[src/rtl/alu_pkg.sv]
// Shared definitions for the ALU control slice: opcodes, FSM states, default width.
package alu_pkg;

    localparam int DATA_W_DEF = 4;

    localparam logic [1:0] OP_ADD = 2'b00;
    localparam logic [1:0] OP_AND = 2'b01;
    localparam logic [1:0] OP_LDI = 2'b10;
    localparam logic [1:0] OP_NOP = 2'b11;

    typedef enum logic {
        ST_IDLE = 1'b0,
        ST_EXEC = 1'b1
    } state_e;

endpackage

[src/rtl/alu_regfile.sv]
// Register file: one synchronous write port, three combinational read ports,
// synchronous active-low clear that takes priority over a write.
module alu_regfile #(
    parameter int DATA_W = 4,
    parameter int NREGS  = 4,
    parameter int ADDR_W = 2
) (
    input  logic              clk,
    input  logic              rst_n,
    input  logic              wr_en,
    input  logic [ADDR_W-1:0] wr_addr,
    input  logic [DATA_W-1:0] wr_data,
    input  logic [ADDR_W-1:0] rs1_addr,
    output logic [DATA_W-1:0] rs1_data,
    input  logic [ADDR_W-1:0] rs2_addr,
    output logic [DATA_W-1:0] rs2_data,
    input  logic [ADDR_W-1:0] dbg_addr,
    output logic [DATA_W-1:0] dbg_data
);

    logic [DATA_W-1:0] mem_q [NREGS];
    logic [DATA_W-1:0] mem_d [NREGS];

    // Next-state of the storage array: copy, then overlay the write
    always_comb begin
        for (int i = 0; i < NREGS; i++) begin
            mem_d[i] = mem_q[i];
        end
        if (wr_en) begin
            mem_d[wr_addr] = wr_data;
        end else begin
            mem_d[wr_addr] = mem_q[wr_addr];
        end
    end

    // Storage flops with synchronous clear
    always_ff @(posedge clk) begin
        for (int i = 0; i < NREGS; i++) begin
            if (!rst_n) begin
                mem_q[i] <= {DATA_W{1'b0}};
            end else begin
                mem_q[i] <= mem_d[i];
            end
        end
    end

    assign rs1_data = mem_q[rs1_addr];
    assign rs2_data = mem_q[rs2_addr];
    assign dbg_data = mem_q[dbg_addr];

endmodule

[src/rtl/alu_regfile_ctrl.sv]
// Control stage for the external 4-bit ALU: accepts commands over valid/ready,
// drives registered ALU operands, and writes the ALU result back into the register file.
module alu_regfile_ctrl
    import alu_pkg::*;
#(
    parameter int DATA_W = DATA_W_DEF,
    parameter int NREGS  = 4,
    parameter int ADDR_W = 2,
    parameter int CNT_W  = 8
) (
    input  logic              clk,
    input  logic              rst_n,
    input  logic              cmd_valid,
    output logic              cmd_ready,
    input  logic [1:0]        cmd_op,
    input  logic [ADDR_W-1:0] cmd_rd,
    input  logic [ADDR_W-1:0] cmd_rs1,
    input  logic [ADDR_W-1:0] cmd_rs2,
    input  logic [DATA_W-1:0] cmd_imm,
    output logic [DATA_W-1:0] alu_a,
    output logic [DATA_W-1:0] alu_b,
    output logic              alu_sel,
    input  logic [DATA_W-1:0] alu_result,
    input  logic              alu_zero,
    output logic              done,
    output logic              zero_flag,
    output logic [CNT_W-1:0]  ops_cnt,
    input  logic [ADDR_W-1:0] dbg_addr,
    output logic [DATA_W-1:0] dbg_data
);

    state_e            state_q, state_d;
    logic [DATA_W-1:0] alu_a_q, alu_a_d;
    logic [DATA_W-1:0] alu_b_q, alu_b_d;
    logic              alu_sel_q, alu_sel_d;
    logic [ADDR_W-1:0] rd_q, rd_d;
    logic              done_q, done_d;
    logic              zero_flag_q, zero_flag_d;
    logic [CNT_W-1:0]  ops_cnt_q, ops_cnt_d;

    logic              accept_s;
    logic              wr_en_s;
    logic [ADDR_W-1:0] wr_addr_s;
    logic [DATA_W-1:0] wr_data_s;
    logic [DATA_W-1:0] rs1_data_s;
    logic [DATA_W-1:0] rs2_data_s;

    alu_regfile #(
        .DATA_W(DATA_W),
        .NREGS (NREGS),
        .ADDR_W(ADDR_W)
    ) u_regfile (
        .clk     (clk),
        .rst_n   (rst_n),
        .wr_en   (wr_en_s),
        .wr_addr (wr_addr_s),
        .wr_data (wr_data_s),
        .rs1_addr(cmd_rs1),
        .rs1_data(rs1_data_s),
        .rs2_addr(cmd_rs2),
        .rs2_data(rs2_data_s),
        .dbg_addr(dbg_addr),
        .dbg_data(dbg_data)
    );

    assign cmd_ready = rst_n && (state_q == ST_IDLE);
    assign accept_s  = cmd_valid && cmd_ready;

    // Next-state, register-file write port and counters
    always_comb begin
        state_d     = state_q;
        alu_a_d     = alu_a_q;
        alu_b_d     = alu_b_q;
        alu_sel_d   = alu_sel_q;
        rd_d        = rd_q;
        done_d      = 1'b0;
        zero_flag_d = zero_flag_q;
        ops_cnt_d   = ops_cnt_q;
        wr_en_s     = 1'b0;
        wr_addr_s   = rd_q;
        wr_data_s   = alu_result;

        case (state_q)
            ST_IDLE: begin
                if (accept_s) begin
                    case (cmd_op)
                        OP_ADD, OP_AND: begin
                            // Operands captured now, so writeback never races a later read
                            alu_a_d   = rs1_data_s;
                            alu_b_d   = rs2_data_s;
                            alu_sel_d = cmd_op[0];
                            rd_d      = cmd_rd;
                            state_d   = ST_EXEC;
                        end
                        OP_LDI: begin
                            wr_en_s     = 1'b1;
                            wr_addr_s   = cmd_rd;
                            wr_data_s   = cmd_imm;
                            zero_flag_d = (cmd_imm == {DATA_W{1'b0}});
                            done_d      = 1'b1;
                            ops_cnt_d   = ops_cnt_q + {{(CNT_W-1){1'b0}}, 1'b1};
                        end
                        OP_NOP: begin
                            done_d    = 1'b1;
                            ops_cnt_d = ops_cnt_q + {{(CNT_W-1){1'b0}}, 1'b1};
                        end
                        default: begin
                            state_d = ST_IDLE;
                        end
                    endcase
                end else begin
                    state_d = ST_IDLE;
                end
            end
            ST_EXEC: begin
                wr_en_s     = 1'b1;
                wr_addr_s   = rd_q;
                wr_data_s   = alu_result;
                zero_flag_d = alu_zero;
                done_d      = 1'b1;
                ops_cnt_d   = ops_cnt_q + {{(CNT_W-1){1'b0}}, 1'b1};
                state_d     = ST_IDLE;
            end
            default: begin
                state_d = ST_IDLE;
            end
        endcase
    end

    // Control flops with synchronous active-low reset
    always_ff @(posedge clk) begin
        if (!rst_n) begin
            state_q     <= ST_IDLE;
            alu_a_q     <= {DATA_W{1'b0}};
            alu_b_q     <= {DATA_W{1'b0}};
            alu_sel_q   <= 1'b0;
            rd_q        <= {ADDR_W{1'b0}};
            done_q      <= 1'b0;
            zero_flag_q <= 1'b0;
            ops_cnt_q   <= {CNT_W{1'b0}};
        end else begin
            state_q     <= state_d;
            alu_a_q     <= alu_a_d;
            alu_b_q     <= alu_b_d;
            alu_sel_q   <= alu_sel_d;
            rd_q        <= rd_d;
            done_q      <= done_d;
            zero_flag_q <= zero_flag_d;
            ops_cnt_q   <= ops_cnt_d;
        end
    end

    assign alu_a     = alu_a_q;
    assign alu_b     = alu_b_q;
    assign alu_sel   = alu_sel_q;
    assign done      = done_q;
    assign zero_flag = zero_flag_q;
    assign ops_cnt   = ops_cnt_q;

endmodule

[config.mk]
export PLATFORM = sky130hd
export DESIGN_NAME = alu_regfile_ctrl
export DESIGN_NICKNAME = d
export VERILOG_FILES = /design/src/rtl/alu_pkg.sv /design/src/rtl/alu_regfile.sv /design/src/rtl/alu_regfile_ctrl.sv
export SDC_FILE = /design/constraint.sdc
export NUM_CORES = 1
export LEC_CHECK = 0
export ABC_AREA = 1
export BUFFER_PORTS_ARGS = -buffer_cell sky130_fd_sc_hd__buf_4
export CORE_UTILIZATION = 56
export DETAILED_ROUTE_END_ITERATION = 16
export GPL_TIMING_DRIVEN = 0
export HOLD_SLACK_MARGIN = 0.1
export PLACE_DENSITY = 0.91
export SLEW_MARGIN = 20
export SYNTH_ARGS = -nofsm -noshare
export SYNTH_HDL_FRONTEND = slang
export SYNTH_SLANG_ARGS = --single-unit
[constraint.sdc]
create_clock -name clk -period 1.84 [get_ports clk]
set_clock_uncertainty 0.15 [all_clocks]
set_input_delay 0.276 -clock clk [delete_from_list [all_inputs] [get_ports clk]]
set_output_delay 0.276 -clock clk [all_outputs]
set_load 0.05 [all_outputs]
==> metrics.yaml <==
clk_latency_ns: 0.30
grt_max_degree: 14
synth_cell_types: 32
slew_violations: 0
placed_area_sq_um: 2870
antenna_found_initial: 0
max-clock-path-buffers: 2
hold_viol_final: 0
setup_viol: 0
synth_nets: 390
critical-path-top-delay-family: "simple AND/OR/NAND/NOR gates"
vdd_ir_drop_max_mv: 0.429
synth_edf_count: 0
fmax_mhz: 547
yosys.area.top_type: "dfxtp_1"
arrival_ns: 1.87
max_cap_violations: 0
hold_path.class: "in2reg"
min_period_ns: 1.83
cts.reportedPaths.clkPinSlew_ns: 0.08
synth-seq-cells: 38
synth_seq_area_share_pct: 30.7
cts_tree: "yes"
h-tree-depth: 2
syn_inst: 367
fin_area_sq_um: 3140
wl_per_cell_um: 16.4
numPortBuffers: 42
wl_met3_um: 832
cts_sinks: 38
hpwl_um: 4890
placed_cells: 459
period_share_pct: 99.4
firstDrtPassIters: 5
vias: 2867
start_kind: "flop"
status: "completed"
die_area_sq_um: 4700
numCtsBuffers: 5
cp_slowest_cell: "dfxtp_4"
critPathKind: "reg2reg"
drc: 0
die_height_um: 68.6
vias_per_cell: 6.06
slowest_delay_ns: 0.39
yosysWarnings: 0
initialDrtViolationCount: 533
cp-end-kind: "flop"
grt_overflow: 0
async_reset_ff_share_pct: 0
yosys-top-cells-area: "dfxtp_1 (31%), nand2_1 (10%), o21ai_0 (9.5%)"
chipWidth_um: 68.6
worstPathMaxFanout: 10
layout.cells.non_filler: 473
coreArea_sq_um: 4120
start_util_pct: 60.3
routed_wl_um: 7740
required_ns: 1.89
nets: 445
synth_area_sq_um: 2480
clockRootBuffer: "clkbuf_8"
pin_count: 46
worst-path-buf-inv: 2
p_leak_nw: 1.50
grt_pass1_vias: 2401
syn2layout_area_growth_pct: 26.5
drt.antenna.violating_nets: 0
worstMarginPinSlew_ns: 0.486
power_density_nw_per_um2: 779
relSlewSlack_pct: 67.6
rows: 23
fill_cells: 307
dr_wl_met2_um: 3610
place.gp.congestion: 0.914
cp_cell_sequence: "inv_4, nand2_4, nor2_8, nand3_4, nand2_8, buf_8, nand2_1, nand2_1, nand2_1, nand2_1, a21oi_1"
fin_total_pwr_w: 0.00245
holdWs_ns: 0.110
groute.usage.overall_pct: 32.7
syn_avg_cell_area_sq_um: 6.76
path_common_cell: "nand2_1"
layout-drive-gt1-share_pct: 25.3
wl_met1_um: 2850
synth_flop_cell: "dfxtp_1"
grt_pass1_wl_um: 11100
top_layer: "met4"
synth.top_cell.area_share_pct: 30.7
n_antenna_cell: 0
[final timing paths]
| kind | start | to | slack (ns) | cells past startpoint |
|---|---|---|---|---|
| worst max-delay path | state_q | u_regfile.mem_q[0][0] | 0.01 | 11 |
| worst min-delay path | alu_zero | zero_flag | 0.11 | 3 |
| worst max register to register | state_q | u_regfile.mem_q[0][0] | 0.01 | 11 |
| worst min register to register | zero_flag | zero_flag | 0.36 | 2 |
[layout by cell type (no fill, tap or decap), types with 4 or more instances in the layout]
master,synthesis,routed
nand2_1,69,66
inv_1,54,52
buf_4,1,46
o21ai_0,47,45
a21oi_1,44,38
dfxtp_1,38,36
nand3_1,35,33
nand4_1,10,10
a31oi_1,9,9
nor2_1,10,9
inv_2,6,7
a21oi_2,0,6
nand2_4,3,5
clkbuf_8,0,5
nand2_2,3,4
nor2_8,4,4
nand2_8,4,4
[power breakdown]
part,leakage (nW),total (W),internal [W],switching [W]
logic,1.12,0.000655,0.000215,0.000440
registers,0.311,0.000916,0.000866,0.0000498
clock network,0.0683,0.000875,0.000543,0.000331
[logic make-up after synthesis]
logic type	synth area share, %
AOI/OAI and AO/OA	21.7
xor gates and xnor gates	0.353
adders and majority gates	0.504
buffers and inverters	12.6
DFF	30.7
muxes	1.21
and+or+nand+nor	32.9
[routing by layer]
| metal | GRT usage [%] | up-vias |
|---|---|---|
| met1 | 38.0 | 1257 |
| met4 | 18.8 | 0 |
| met3 | 7.07 | 52 |
| li1 | - | 1334 |
| met2 | 55.3 | 224 |
| met5 | 0 | - |
[cells in the mapped netlist (3+ instances only)]
cell type   n
a21oi_1    44
a22oi_1     3
a31oi_1     9
buf_2       3
clkbuf_1    3
dfxtp_1    38
inv_1      54
inv_2       6
mux2i_1     3
nand2_1    69
nand2_2     3
nand2_4     3
nand2_8     4
nand3_1    35
nand4_1    10
nor2_1     10
nor2_8      4
o21ai_0    47
[final cells by class]
class / count / area (sq um) / area share, %
inverter: 63 / 251 / 8.01
clock buffer: 5 / 68.8 / 2.19
multi-input combinational: 255 / 1480 / 47.2
clock inverter: 3 / 68.8 / 2.19
timing repair buffer: 48 / 370 / 11.8
tap: 50 / 62.6 / 1.99
sequential: 38 / 766 / 24.4
buffer: 11 / 71.3 / 2.27
[registers in the layout, indices dropped and copies added (netlist names)]
signal,count
u_regfile.mem_q,16
ops_cnt,8
alu_a,4
alu_b,4
rd_q,2
alu_sel,1
done,1
state_q,1
zero_flag,1
[per-stage QoR]
stage / TNS (ns) / utilization (%) / setup WS [ns]
after floorplan: 0 / - / 0.107
after global placement: 0 / 69.8 / 0.00114
after detailed placement: -0.298 / 69.8 / -0.0540
after CTS: 0 / 73.5 / 0.0391
after global routing: -0.256 / 76.3 / -0.0703
final: 0 / 76.3 / 0.0106
[timing repair]
| item | CTS | global route |
|---|---|---|
| gates resized for setup | 1 | 26 |
| hold buffers | 1 | 0 |
| hold endpoints to repair | 1 | 0 |
| setup buffers | 0 | 5 |
| pin swaps | 0 | 5 |
| endpoints found under the setup margin | 7 | 28 |
[worst register-to-register path: stages (launching register included)]
cell and delay, ns:
dfxtp_4 0.39, inv_4 0.09, nand2_4 0.08, nor2_8 0.21, nand3_4 0.13, nand2_8 0.14, buf_8 0.14, nand2_1 0.08
nand2_1 0.07, nand2_1 0.04, nand2_1 0.12, a21oi_1 0.08
(Power assumes the default switching activity.)
